<file path="src/rtl/ahb_arbiter_if.sv">
// rtl/ahb_arbiter_if.sv - request/grant signal bundle between bus masters and the arbiter
interface ahb_arbiter_if;
    logic [2:0] HBUSREQ;
    logic [2:0] HLOCK;
    logic [1:0] HTRANS;
    logic [2:0] HBURST;
    logic       HREADY;
    logic [2:0] HGRANT;
    logic [1:0] HMASTER;
    logic       HMASTLOCK;

    // Bus side: masters drive requests and transfer info, observe grants
    modport master (
        output HBUSREQ, HLOCK, HTRANS, HBURST, HREADY,
        input  HGRANT, HMASTER, HMASTLOCK
    );

    // Arbiter side
    modport slave (
        input  HBUSREQ, HLOCK, HTRANS, HBURST, HREADY,
        output HGRANT, HMASTER, HMASTLOCK
    );
endinterface

</file>
<file path="src/rtl/ahb_arbiter.sv">
// rtl/ahb_arbiter.sv - three-master round-robin AHB arbiter with burst and lock hold
module ahb_arbiter #(
    parameter int unsigned DEF_MASTER = 0
) (
    input  logic        HCLK,
    input  logic        HRESET,
    ahb_arbiter_if.slave bus
);
    typedef enum logic [1:0] {ARB, BURST, LOCKED} mode_t;

    localparam logic [1:0] DEF_IDX   = 2'(DEF_MASTER);
    localparam logic [2:0] DEF_GRANT = 3'(1 << DEF_MASTER);

    localparam logic [1:0] T_IDLE   = 2'b00;
    localparam logic [1:0] T_BUSY   = 2'b01;
    localparam logic [1:0] T_NONSEQ = 2'b10;
    localparam logic [1:0] T_SEQ    = 2'b11;

    logic [2:0] grant_q, grant_d;
    logic [1:0] master_q, master_d;
    logic       mastlock_q, mastlock_d;
    logic [1:0] rr_ptr, rr_d;
    logic [3:0] cnt, cnt_d;
    mode_t      mode, mode_d;

    logic [1:0] gidx;
    logic [3:0] load;
    logic [3:0] cnt_nxt;
    logic       arb_pt;
    logic       win_valid;
    logic [1:0] win_idx;
    logic [1:0] cand1, cand2;
    logic [1:0] new_idx;

    // State register; reset lands on the default master in arbitration mode
    always_ff @(posedge HCLK or posedge HRESET) begin
        if (HRESET) begin
            grant_q    <= DEF_GRANT;
            master_q   <= DEF_IDX;
            mastlock_q <= 1'b0;
            rr_ptr     <= DEF_IDX;
            cnt        <= 4'd0;
            mode       <= ARB;
        end else begin
            grant_q    <= grant_d;
            master_q   <= master_d;
            mastlock_q <= mastlock_d;
            rr_ptr     <= rr_d;
            cnt        <= cnt_d;
            mode       <= mode_d;
        end
    end

    // Beat counting, round-robin search and grant/ownership next state
    always_comb begin
        gidx = grant_q[2] ? 2'd2 : (grant_q[1] ? 2'd1 : 2'd0);

        case (bus.HBURST)
            3'b010, 3'b011: load = 4'd3;
            3'b100, 3'b101: load = 4'd7;
            3'b110, 3'b111: load = 4'd15;
            default:        load = 4'd0;
        endcase

        case (bus.HTRANS)
            T_IDLE:   cnt_nxt = 4'd0;
            T_BUSY:   cnt_nxt = cnt;
            T_NONSEQ: cnt_nxt = load;
            T_SEQ:    cnt_nxt = (cnt == 4'd0) ? 4'd0 : cnt - 4'd1;
            default:  cnt_nxt = 4'd0;
        endcase

        // Outside a lock, any edge that leaves no burst beats pending re-arbitrates;
        // this covers the last SEQ beat, aborts, SINGLE and INCR transfers.
        arb_pt = (mode == LOCKED) ? !bus.HLOCK[gidx] : (cnt_nxt == 4'd0);

        case (rr_ptr)
            2'd0:    begin cand1 = 2'd1; cand2 = 2'd2; end
            2'd1:    begin cand1 = 2'd2; cand2 = 2'd0; end
            default: begin cand1 = 2'd0; cand2 = 2'd1; end
        endcase

        win_valid = 1'b1;
        if (bus.HBUSREQ[cand1])       win_idx = cand1;
        else if (bus.HBUSREQ[cand2])  win_idx = cand2;
        else if (bus.HBUSREQ[rr_ptr]) win_idx = rr_ptr;
        else begin
            win_idx   = DEF_IDX;
            win_valid = 1'b0;
        end

        grant_d    = grant_q;
        master_d   = master_q;
        mastlock_d = mastlock_q;
        rr_d       = rr_ptr;
        cnt_d      = cnt;
        mode_d     = mode;
        new_idx    = gidx;

        if (bus.HREADY) begin
            master_d   = gidx;
            mastlock_d = bus.HLOCK[gidx];
            cnt_d      = cnt_nxt;
            if (arb_pt) begin
                new_idx = win_idx;
                grant_d = 3'b001 << win_idx;
                if (win_valid) rr_d = win_idx;
                if (bus.HLOCK[new_idx])      mode_d = LOCKED;
                else if (cnt_nxt != 4'd0)    mode_d = BURST;
                else                         mode_d = ARB;
            end else begin
                mode_d = (mode == LOCKED) ? LOCKED : BURST;
            end
        end
    end

    assign bus.HGRANT    = grant_q;
    assign bus.HMASTER   = master_q;
    assign bus.HMASTLOCK = mastlock_q;
endmodule

</file>
<file path="src/flat_wrapper.sv">
// flat-port wrapper written by rule: the top's interface ports become plain ports
module ahb_arbiter_flat 
#(
    parameter int unsigned DEF_MASTER = 0
)
  (HCLK, HRESET, bus_HBUSREQ, bus_HLOCK, bus_HTRANS, bus_HBURST, bus_HREADY, bus_HGRANT, bus_HMASTER, bus_HMASTLOCK);
  ahb_arbiter_if bus_i ();
  input  logic HCLK;
  input  logic HRESET;
  input wire logic [$bits(bus_i.HBUSREQ)-1:0] bus_HBUSREQ;
  input wire logic [$bits(bus_i.HLOCK)-1:0] bus_HLOCK;
  input wire logic [$bits(bus_i.HTRANS)-1:0] bus_HTRANS;
  input wire logic [$bits(bus_i.HBURST)-1:0] bus_HBURST;
  input wire logic [$bits(bus_i.HREADY)-1:0] bus_HREADY;
  output wire logic [$bits(bus_i.HGRANT)-1:0] bus_HGRANT;
  output wire logic [$bits(bus_i.HMASTER)-1:0] bus_HMASTER;
  output wire logic [$bits(bus_i.HMASTLOCK)-1:0] bus_HMASTLOCK;
  assign bus_i.HBUSREQ = bus_HBUSREQ;
  assign bus_i.HLOCK = bus_HLOCK;
  assign bus_i.HTRANS = bus_HTRANS;
  assign bus_i.HBURST = bus_HBURST;
  assign bus_i.HREADY = bus_HREADY;
  assign bus_HGRANT = bus_i.HGRANT;
  assign bus_HMASTER = bus_i.HMASTER;
  assign bus_HMASTLOCK = bus_i.HMASTLOCK;
  ahb_arbiter #(.DEF_MASTER(DEF_MASTER)) u_core (.HCLK(HCLK), .HRESET(HRESET), .bus(bus_i));
endmodule
</file>
<file path="config.mk">
export PLATFORM = sky130hd
export DESIGN_NAME = ahb_arbiter_flat
export DESIGN_NICKNAME = d
export VERILOG_FILES = /design/src/rtl/ahb_arbiter_if.sv /design/src/rtl/ahb_arbiter.sv /design/src/flat_wrapper.sv
export SDC_FILE = /design/constraint.sdc
export NUM_CORES = 1
export LEC_CHECK = 0
export CAP_MARGIN = 20
export CORE_MARGIN = 4
export CORE_UTILIZATION = 40
export DETAILED_ROUTE_END_ITERATION = 12
export SLEW_MARGIN = 20
export SYNTH_ARGS = -nofsm -noshare
export SYNTH_HDL_FRONTEND = slang
export SYNTH_SLANG_ARGS = --single-unit
export TNS_END_PERCENT = 50
</file>
<file path="constraint.sdc">
create_clock -name HCLK -period 5.48 [get_ports HCLK]
set_clock_uncertainty 0.1 [all_clocks]
set_input_delay 1.644 -clock HCLK [delete_from_list [all_inputs] [get_ports HCLK]]
set_output_delay 1.644 -clock HCLK [all_outputs]
set_load 0.02 [all_outputs]
</file>
==> summary.txt <==
Die Wd: 60.14 um
Vias in the first global route: 951
CP Class: in2reg
Setup WS pre-CTS: 1577 ps
FMAX: 279.3 MHz
Sequential area share after synthesis: 0.3234
Port bufs: 18
Max Buffers Root-to-Sink: 2
CP Max Fanout: 8
Final WL: 2.585 mm
Final instance area: 0.001306 mm^2
Worst skew pair latency: 280 ps
Synth Instances: 120
Aggregate global routing overflow: 0
Worst Hold Class: reg2reg
Dpl cells: 162
Avg WL per Cell: 15.57 um
Share of layout cells above drive strength 1: 0.1176
Max-slew violations: 0
Initial core utilization: 0.4272
Commonest non-fill, non-tap cell in the layout: clkdlybuf4s50_1
Cell Area, Placed: 0.001270 mm^2
CTS tree: built
First-pass GRT wire length: 4.284 mm
Startpoint types: input port
DRT iter0 DRCs: 29
Dominant synthesized flop cell: dfrtp_1
Status: finished clean
CTS Root Cell: clkbuf_4
Dominant cell type by area after synthesis: dfrtp_1
Ranking of synthesized cells by area: dfrtp_1 (30%), mux2_2 (4.1%), o211ai_1 (4.1%)
Vias: 1002
Most frequent cells in the layout: clkdlybuf4s50_1 (18), dfrtp_1 (13), nor2_1 (9), nand2_1 (9), nand2b_1 (7)
Leak: 0.4908 nW
Largest net degree at the start of global routing: 17
Yosys cell types: 47
Asr flop ratio synth: 1.000
Period utilization: 0.6534
Total track usage: 0.1589
Hold Buf Count CTS: 0
Post-CTS setup buffers: 0
Chip height: 60.14 um
Util after Layout: 0.5133
Least-Margin Pin Slew: 632.0 ps
Number of synthesis warnings: 0
Drt pass-1 iters: 4
Area delta synth->final: 20.14%
Syn_nets: 136
# resized after CTS: 0
DP Wirelength: 1.918 mm
Critical Path AT: 3640 ps
Routed Antenna Nets: 0
Core box area: 0.002545 mm^2
Power Density: 404.4 mW/mm^2
Nature of the critical path endpoint: flop
Worst Slack Setup Final: 1899 ps
Post-synthesis area per instance: 9.061 um^2
Final std cells w/o fill: 166
Tot Pwr: 0.5282 mW
Seq cells post-synth: 14
Post-synth EDFFs: 0
Slew Limit Headroom: 0.5774
Synthesized area: 0.001087 mm^2
Yosys top cell area share: 0.2992
# clock sinks: 14
Hold WS: 414.0 ps
FP Rows: 18
CTS clk-pin slew, worst paths: 90 ps
H-tree Lvls: 1
Inserted Clock Buffers: 3
VDD IR-drop max: 0.0002393 V
RSZ-0062 raised after global routing: no
ANT cells: 0
Period minus WS final: 3581 ps
Critical Path RT: 5540 ps
I/O pin total: 20
Setup TNS: 0 ps
Final setup viols: 0
Initial antenna violation count: 0
Fin. Hold Viols: 0
Max Cap Viol: 0
Die Area: 0.003616 mm^2
DRC Markers: 0
Routed vias/inst: 6.036
Gpl congestion: 0.8235
Layout Nets: 153
[path summary, 6_finish.rpt]
check | start | endpoint | slack, ps | depth (start not counted)
max in group asynchronous | HRESET | u_core.cnt[1]$_DFFE_PP0P_ | 3290 | 2
worst min register to register | u_core.bus.HGRANT[0]$_DFFE_PP1P_ | u_core.bus.HGRANT[0]$_DFFE_PP1P_ | 410 | 2
worst max-delay path | bus_HTRANS[1] | u_core.bus.HGRANT[1]$_DFFE_PP0P_ | 1900 | 6
worst max register to register | u_core.cnt[0]$_DFFE_PP0P_ | u_core.bus.HGRANT[1]$_DFFE_PP0P_ | 3240 | 5
worst min-delay path | u_core.bus.HGRANT[0]$_DFFE_PP1P_ | u_core.bus.HGRANT[0]$_DFFE_PP1P_ | 410 | 2
min in group asynchronous | HRESET | u_core.bus.HMASTLOCK$_DFFE_PP0P_ | 1610 | 2
[critical path, stage by stage]
cell and delay [ps]:
clkdlybuf4s50_1 510, nor4b_2 240, mux2_2 390, a32oi_4 290, and3_1 410, o211ai_1 150
[cell usage after synthesis, types with 3 or more instances]
master,count
nor4_1,3
nor2_1,9
nand4_1,5
nand2b_1,7
dfrtp_1,13
inv_1,4
nor3b_1,3
nor2b_1,3
nand2_1,9
mux2_2,4
o21ai_0,6
o211ai_1,6
a22o_1,3
a21oi_1,4
[kinds of logic after synthesis]
group,Yosys count,share of synthesized area
and+or+nand+nor,51,0.2693
buffers and inverters,11,0.04947
DFF,14,0.3234
muxes,5,0.05063
adders and majority gates,2,0.02301
AOI/OAI and AO/OA,37,0.2842
[state kept, by name (all words and copies together) (netlist names)]
register and count:
u_core.cnt 4, u_core.mode 2, u_core.bus.HMASTER 2, u_core.bus.HMASTLOCK 1, u_core.bus.HGRANT 3, u_core.rr_ptr 2
[per-layer routing]
layer	GRT usage	routed length, um	vias up	share of wire
met4	0.06013	31	0	0.012
met2	0.2500	1161	31	0.45
met5	0	0	-	0
li1	-	-	488	-
met3	0.04104	177	4	0.068
met1	0.2071	1214	479	0.47
[area by class of cell]
type	instances	area, um^2
Clock buffer	4	36.28
Fill cell	257	1239
Inverter	5	18.77
Multi-Input combinational cell	95	681.9
Sequential cell	14	351.6
Tap cell	30	37.54
Timing Repair Buffer	18	180.2
[where the power goes]
part           total [mW]  internal, mW  switching (mW)  leakage (nW)
combinational       0.261         0.127           0.135         0.305
sequential          0.191         0.145          0.0457         0.165
clock              0.0758        0.0405          0.0353        0.0210
total               0.528         0.313           0.216         0.491
No activity file was read; power rests on OpenSTA's default activity.
